$ cat src/rtl/stream_join_fifo_if.sv
// Handshake bundle for stream_join_fifo: per-channel input stb/ack streams,
// the joined output stream and per-channel occupancy.
interface stream_join_fifo_if #(
    parameter int WIDTH     = 32,
    parameter int NUM_CH    = 3,
    parameter int ADDR_BITS = 4
);
    logic [NUM_CH*WIDTH-1:0]         in_data;
    logic [NUM_CH-1:0]               in_stb;
    logic [NUM_CH-1:0]               in_ack;
    logic [NUM_CH*WIDTH-1:0]         out_data;
    logic                            out_stb;
    logic                            out_ack;
    logic [NUM_CH*(ADDR_BITS+1)-1:0] level;

    modport master (
        output in_data, in_stb, out_ack,
        input  in_ack, out_data, out_stb, level
    );

    modport slave (
        input  in_data, in_stb, out_ack,
        output in_ack, out_data, out_stb, level
    );
endinterface

$ cat src/rtl/stream_join_fifo.sv
// NUM_CH independent stb/ack queues joined into one registered output beat.
// Optional almost_full output: define STREAM_JOIN_FIFO_ALMOST_FULL_EN.
module stream_join_fifo #(
    parameter int WIDTH     = 32,
    parameter int DEPTH     = 16,
    parameter int NUM_CH    = 3,
    parameter int ADDR_BITS = 4
`ifdef STREAM_JOIN_FIFO_ALMOST_FULL_EN
    ,
    parameter int AF_THRESH = DEPTH - 2
`endif
) (
    input  logic               aclk,
    input  logic               rstn,
`ifdef STREAM_JOIN_FIFO_ALMOST_FULL_EN
    output logic [NUM_CH-1:0]  almost_full,
`endif
    stream_join_fifo_if.slave  bus
);
    localparam int                   CW       = ADDR_BITS + 1;
    localparam logic [CW-1:0]        CNT_FULL = CW'(DEPTH);
    localparam logic [CW-1:0]        CNT_ONE  = CW'(1);
    localparam logic [ADDR_BITS-1:0] PTR_LAST = ADDR_BITS'(DEPTH - 1);
    localparam logic [ADDR_BITS-1:0] PTR_ONE  = ADDR_BITS'(1);

    logic [WIDTH-1:0]        mem_q   [NUM_CH][DEPTH];
    logic [ADDR_BITS-1:0]    wptr_q  [NUM_CH];
    logic [ADDR_BITS-1:0]    wptr_d  [NUM_CH];
    logic [ADDR_BITS-1:0]    rptr_q  [NUM_CH];
    logic [ADDR_BITS-1:0]    rptr_d  [NUM_CH];
    logic [CW-1:0]           count_q [NUM_CH];
    logic [CW-1:0]           count_d [NUM_CH];
    logic                    out_stb_q, out_stb_d;
    logic [NUM_CH*WIDTH-1:0] out_data_q, out_data_d;
    logic [NUM_CH-1:0]       in_ack;
    logic [NUM_CH-1:0]       push;
    logic                    all_ready;
    logic                    load;

    // in_ack depends only on registered counts, so no input-to-ack path exists
    always_comb begin
        in_ack    = '0;
        push      = '0;
        all_ready = 1'b1;
        for (int i = 0; i < NUM_CH; i++) begin
            in_ack[i] = (count_q[i] != CNT_FULL);
            push[i]   = bus.in_stb[i] & in_ack[i];
            if (count_q[i] == '0) begin
                all_ready = 1'b0;
            end
        end
        load = all_ready & (~out_stb_q | bus.out_ack);
    end

    always_comb begin
        out_stb_d  = out_stb_q;
        out_data_d = out_data_q;
        if (load) begin
            out_stb_d = 1'b1;
        end else if (out_stb_q && bus.out_ack) begin
            out_stb_d = 1'b0;
        end
        for (int i = 0; i < NUM_CH; i++) begin
            wptr_d[i]  = wptr_q[i];
            rptr_d[i]  = rptr_q[i];
            count_d[i] = count_q[i];
            if (push[i]) begin
                wptr_d[i] = (wptr_q[i] == PTR_LAST) ? '0 : wptr_q[i] + PTR_ONE;
            end
            if (load) begin
                rptr_d[i] = (rptr_q[i] == PTR_LAST) ? '0 : rptr_q[i] + PTR_ONE;
                out_data_d[i*WIDTH +: WIDTH] = mem_q[i][rptr_q[i]];
            end
            case ({push[i], load})
                2'b10:   count_d[i] = count_q[i] + CNT_ONE;
                2'b01:   count_d[i] = count_q[i] - CNT_ONE;
                default: count_d[i] = count_q[i];
            endcase
        end
    end

    always_ff @(posedge aclk or negedge rstn) begin
        if (!rstn) begin
            out_stb_q  <= 1'b0;
            out_data_q <= '0;
            for (int i = 0; i < NUM_CH; i++) begin
                wptr_q[i]  <= '0;
                rptr_q[i]  <= '0;
                count_q[i] <= '0;
            end
        end else begin
            out_stb_q  <= out_stb_d;
            out_data_q <= out_data_d;
            for (int i = 0; i < NUM_CH; i++) begin
                wptr_q[i]  <= wptr_d[i];
                rptr_q[i]  <= rptr_d[i];
                count_q[i] <= count_d[i];
            end
        end
    end

    // Storage carries no reset; stale entries are unreachable once pointers clear
    always_ff @(posedge aclk) begin
        for (int i = 0; i < NUM_CH; i++) begin
            if (push[i]) begin
                mem_q[i][wptr_q[i]] <= bus.in_data[i*WIDTH +: WIDTH];
            end
        end
    end

    always_comb begin
        bus.in_ack   = in_ack;
        bus.out_stb  = out_stb_q;
        bus.out_data = out_data_q;
        bus.level    = '0;
        for (int i = 0; i < NUM_CH; i++) begin
            bus.level[i*CW +: CW] = count_q[i];
        end
    end

`ifdef STREAM_JOIN_FIFO_ALMOST_FULL_EN
    localparam logic [CW-1:0] AF_LEVEL = CW'(AF_THRESH);

    logic [NUM_CH-1:0] af_q, af_d;

    // Computed from next-state counts so it stays aligned with level
    always_comb begin
        af_d = '0;
        for (int i = 0; i < NUM_CH; i++) begin
            af_d[i] = (count_d[i] >= AF_LEVEL);
        end
    end

    always_ff @(posedge aclk or negedge rstn) begin
        if (!rstn) begin
            af_q <= '0;
        end else begin
            af_q <= af_d;
        end
    end

    assign almost_full = af_q;
`endif
endmodule

$ cat src/flat_wrapper.sv
// flat-port wrapper written by rule: the top's interface ports become plain ports
module stream_join_fifo_flat 
#(
    parameter int WIDTH     = 32,
    parameter int DEPTH     = 16,
    parameter int NUM_CH    = 3,
    parameter int ADDR_BITS = 4

)
  (aclk, rstn, bus_in_data, bus_in_stb, bus_out_ack, bus_in_ack, bus_out_data, bus_out_stb, bus_level);
  stream_join_fifo_if #(.WIDTH(WIDTH), .NUM_CH(NUM_CH), .ADDR_BITS(ADDR_BITS)) bus_i ();
  input  logic aclk;
  input  logic rstn;
  input wire logic [$bits(bus_i.in_data)-1:0] bus_in_data;
  input wire logic [$bits(bus_i.in_stb)-1:0] bus_in_stb;
  input wire logic [$bits(bus_i.out_ack)-1:0] bus_out_ack;
  output wire logic [$bits(bus_i.in_ack)-1:0] bus_in_ack;
  output wire logic [$bits(bus_i.out_data)-1:0] bus_out_data;
  output wire logic [$bits(bus_i.out_stb)-1:0] bus_out_stb;
  output wire logic [$bits(bus_i.level)-1:0] bus_level;
  assign bus_i.in_data = bus_in_data;
  assign bus_i.in_stb = bus_in_stb;
  assign bus_i.out_ack = bus_out_ack;
  assign bus_in_ack = bus_i.in_ack;
  assign bus_out_data = bus_i.out_data;
  assign bus_out_stb = bus_i.out_stb;
  assign bus_level = bus_i.level;
  stream_join_fifo #(.WIDTH(WIDTH), .DEPTH(DEPTH), .NUM_CH(NUM_CH), .ADDR_BITS(ADDR_BITS)) u_core (.aclk(aclk), .rstn(rstn), .bus(bus_i));
endmodule
$ cat config.mk
export PLATFORM = sky130hd
export DESIGN_NAME = stream_join_fifo_flat
export DESIGN_NICKNAME = d
export VERILOG_FILES = /design/src/rtl/stream_join_fifo_if.sv /design/src/rtl/stream_join_fifo.sv /design/src/flat_wrapper.sv
export SDC_FILE = /design/constraint.sdc
export NUM_CORES = 2
export LEC_CHECK = 0
export CAP_MARGIN = 20
export CORE_MARGIN = 3
export CORE_UTILIZATION = 30
export CTS_BUF_LIST = sky130_fd_sc_hd__clkbuf_2
export CTS_CLUSTER_DIAMETER = 60
export DETAILED_ROUTE_END_ITERATION = 10
export GPL_ROUTABILITY_DRIVEN = 0
export GPL_TIMING_DRIVEN = 0
export HOLD_SLACK_MARGIN = 0.06
export PLACE_DENSITY = 0.53
export SLEW_MARGIN = 20
export SYNTH_ARGS = -nofsm -noshare
export SYNTH_HDL_FRONTEND = slang
export SYNTH_SLANG_ARGS = --single-unit
$ cat constraint.sdc
create_clock -name aclk -period 5.3 [get_ports aclk]
set_input_delay 1.06 -clock aclk [delete_from_list [all_inputs] [get_ports aclk]]
set_output_delay 1.06 -clock aclk [all_outputs]
set_load 0.005 [all_outputs]
==> summary by stage <==
Route
The number of DRC violations after detailed routing is 0. The mean number of vias per cell is 4.699. Summed over all layers, the routed wires come to 165200 um.

The number of nets with antenna violations after routing is 0. Dividing the detail-routed wire length by the instance count gives 23.97 um. The pre-antenna-repair detailed-routing pass consisted of 5 iterations. The DRC violation total after the first TritonRoute iteration is 2648. The routed layout has 32387 vias.

Floorplan
The die is 466.7 um tall. The floorplan row count is 168. The initial utilization of the core area, before any placement, comes to 0.3029.

From left edge to right edge, the die measures 466.7 um. The core outline area is 210200 um2. The die area is 217800 um2. The count of boundary I/O pins is 217.

Worst setup path
For this run, the slowest stage of the critical path takes 0.73 ns. The worst setup path is captured at an output port. The start-to-end type of the worst setup path is reg -> out. Along the worst path, the maximum fanout reaches 5. Data on the critical path is required at its endpoint by 4.24 ns.

STA puts the critical path data arrival time at 3.44 ns. The critical path startpoint category is a flop. The signal on the critical path passes through nor4_2 -> nand2_1 -> clkdlybuf4s50_1. The slowest stage cell on the critical path is sky130_fd_sc_hd__nor4_2.

Timing
The final-report hold violation count is 0. Setup repair after global routing left no endpoint under its margin. For the finished layout, the period the worst path requires is 4.500 ns.

Of the available clock period, the critical path in the final layout requires 0.8490. The worst clock skew is 0.2653 ns. Setup violations remaining at the end of the flow were counted as 0.

The worst slew slack as a fraction of its limit is 0.2131. The actual slew at the worst max-slew pin is 1.180 ns. The number of pins exceeding their max-slew limit in the final report came to 0. Based on the critical path, the design can be clocked at up to 222.2 MHz.

Placement
After legalization and detailed placement, the total HPWL measured 108600 um. The area of placed instances is 71390 um2. Input and output buffers added on the ports amount to 216.

Pwr
The share of total power dissipated in sequential elements is 0.443. Of the total power, the share spent switching nets is 0.3370. The switching power total is 0.01280 W. The internal power of the cells totals 0.02518 W. Power spread over the standard cell area amounts to 496.9 nW/um2.

The clock share of power is 0.233. Across the VDD grid, the largest voltage drop is 0.2509 mV. For this design the static power due to leakage is 25.38 nW. Of the total power, combinational logic draws 0.324.

Logic synthesis
The number of distinct library cells after synthesis is 40. The number of synthesized register bits is 1672. Of the post-synthesis cell area, the dominant cell type holds 0.7245. In this run the mean area of a mapped cell was 22.32 um2. The most area-hungry cell type in the Yosys netlist is sky130_fd_sc_hd__edfxtp_1. The post-synthesis sequential area ratio is 0.7779. After technology mapping, the gate count stands at 2853. The number of flops mapped to enable cells by yosys is 1536. Counting every net in the synthesized netlist gives 2985. For this run, asynchronously set or reset flops after synthesis account for 0.08134. The area of the mapped netlist is 63670 um2.

The number of warnings issued by yosys is 0. After synthesis, the cell types taking the most area are sky130_fd_sc_hd__edfxtp_1 (72%), sky130_fd_sc_hd__mux4_2 (14%), sky130_fd_sc_hd__dfrtp_1 (5.3%), sky130_fd_sc_hd__mux2i_1 (3.0%), sky130_fd_sc_hd__o221ai_1 (1.3%). In the synthesized netlist the dominant register cell turns out to be sky130_fd_sc_hd__edfxtp_1.

Clock tree
After clock tree synthesis, the clock-pin slew on the worst setup and hold paths is 0.11 ns. The count of cells resized by post-cts repair is 0. The buffer levels on the longest clock path is 4. The H-tree was split into 5 levels. The tree is rooted in a sky130_fd_sc_hd__clkbuf_2. Counting every sink on the clock net gives 1672.

At the later pin of the worst-skew pair, clock insertion delay measures 1.87 ns. The TritonCTS buffer count is 437. For this design, the CTS-stage hold fixing added 101 buffers. TritonCTS built the clock tree. The post-CTS setup-driven buffer insertion count is 0.

Final layout
The share of cells above drive strength 1 is 0.3258. In the final design database the tool counted 3855 nets. For this run, the share of the core covered by cells in the final layout is 0.3636.

Compared with the post-synthesis result, the final layout area differs by 20.06%. Once layout is done, the placed cells without fillers occupy 76440 um2.

Run
The count of maximum capacitance violations is 0.

Hold path
The class of the tightest hold or removal check is in -> reg.

Global route
The first global-routing pass estimated 239000 um of wire. Entering global routing, the biggest net connects 61 pins. Global routing finished with a remaining overflow of 0. The total global routing track utilization is 0.1511. The via count of the first global-routing pass is 34378. The number of antenna violations at the first check in global routing came to 22.

Outcome
The flow ran to the end, and the final reports show no timing, DRC or antenna violations.
state kept, by name, summed over array words and instances, names as in the netlist:
name and flops:
u_core.wptr_q 12, u_core.bus.level 15, u_core.mem_q 1536, u_core.bus.out_data 96, u_core.bus.out_stb 1, u_core.rptr_q 12
Yosys cell counts, drive strengths merged, types with 4 or more instances:
library cell  instances
nand2               142
inv                  19
a21oi                 8
and2                  4
clkbuf               56
nand3                10
edfxtp             1536
xnor2                13
buf                 102
nand2b                8
xor2                  6
a21o                 10
nor2                 37
mux4                384
or4                   4
o21ai                25
mux2i               192
ha                   27
nor3                 12
dfrtp               136
o221ai               96
nor2b                 4
power by group through the flow:
stage          Combinational [W]  Sequential [W]  Clock, W
4_1_cts                   0.0126          0.0169   0.00922
6_report                  0.0123          0.0168   0.00884
5_1_grt                   0.0133          0.0170   0.00992
2_1_floorplan            0.00740          0.0169         0
3_5_place_dp              0.0126          0.0171         0
3_3_place_gp              0.0119          0.0173         0
per-stage QoR:
stage / setup WS (ns) / instances / setup TNS [ns] / power [W] / hold WS (ns)
2_1_floorplan: 1.062 / 2853 / 0 / 0.02425 / 0.4771
3_3_place_gp: -5.958 / 5874 / -2496.79 / 0.02923 / 0.4847
3_5_place_dp: 0.08673 / 5987 / 0 / 0.02970 / 0.4788
4_1_cts: 0.3708 / 6871 / 0 / 0.03874 / 0.06045
5_1_grt: 0.4408 / 6885 / 0 / 0.04021 / 0.1514
6_report: 0.8002 / 6892 / 0 / 0.03798 / 0.3683
cell usage in the layout, fill, tap and decap left out, types with 30 or more instances in the layout:
cell type / count
sky130_fd_sc_hd__buf_2: 68
sky130_fd_sc_hd__buf_12: 30
sky130_fd_sc_hd__clkbuf_2: 650
sky130_fd_sc_hd__clkbuf_1: 56
sky130_fd_sc_hd__dlygate4sd3_1: 100
sky130_fd_sc_hd__nand2_1: 142
sky130_fd_sc_hd__clkinv_1: 101
sky130_fd_sc_hd__dfrtp_1: 136
sky130_fd_sc_hd__clkdlybuf4s50_1: 215
sky130_fd_sc_hd__o221ai_1: 96
sky130_fd_sc_hd__edfxtp_1: 1536
sky130_fd_sc_hd__mux4_2: 384
sky130_fd_sc_hd__buf_4: 67
sky130_fd_sc_hd__nor2_4: 36
sky130_fd_sc_hd__mux2i_1: 192
worst max-delay path, delay by kind of cell, from the launching register on:
family / cells / cell delay, ns
flip-flops: 1 / 0.44
AND/OR/NAND/NOR: 2 / 0.87
buffers and inverters: 1 / 0.48
path summary, 6_finish.rpt:
path,startpoint,endpoint,slack [ns],cells after the start
hold / removal,bus_in_data[0],u_core.mem_q[0][480]$_DFFE_PP_,0.37,1
max in group asynchronous,rstn,u_core.bus.level[11]$_DFFE_PN0P_,3.02,7
setup / recovery,u_core.bus.level[1]$_DFFE_PN0P_,bus_in_ack[0],0.80,3
setup reg to reg,u_core.bus.level[1]$_DFFE_PN0P_,u_core.bus.level[9]$_DFFE_PN0P_,1.14,11
hold reg to reg,u_core.bus.out_data[64]$_DFFE_PN0P_,u_core.bus.out_data[64]$_DFFE_PN0P_,0.50,2
min in group asynchronous,rstn,u_core.rptr_q[0]$_DFFE_PN0P_,0.86,5
layer usage:
layer / global-route usage / wire length, um
met1: 0.2026 / 71940
met2: 0.2383 / 78580
met3: 0.04171 / 10800
met4: 0.04878 / 3805
met5: 0 / 60
cells by family (layout without fill, tap and decap cells):
logic type / Yosys count / count (layout) / share of synthesized area
DFF: 1672 / 1672 / 0.7779
buffers and inverters: 177 / 1391 / 0.01295
muxes: 577 / 577 / 0.1662
other: 0 / 20 / 0
and+or+nand+nor: 229 / 229 / 0.01564
AOI/OAI and AO/OA: 149 / 149 / 0.01841
xor gates and xnor gates: 19 / 19 / 0.002614
adders and majority gates: 30 / 30 / 0.006249
cell type report:
type                    instances  area, um2
well taps                    2805       3510
inverters                      19      71.32
plain buffers                 158      753.2
clock buffers                 650       3253
repair buffers                431       4912
multi-input cells            1004      13660
fillers                     19730     133800
clock inverters               133      701.9
flip-flops and latches       1672      49530
diodes                         20      50.05
No activity file was read; power rests on OpenSTA's default activity.
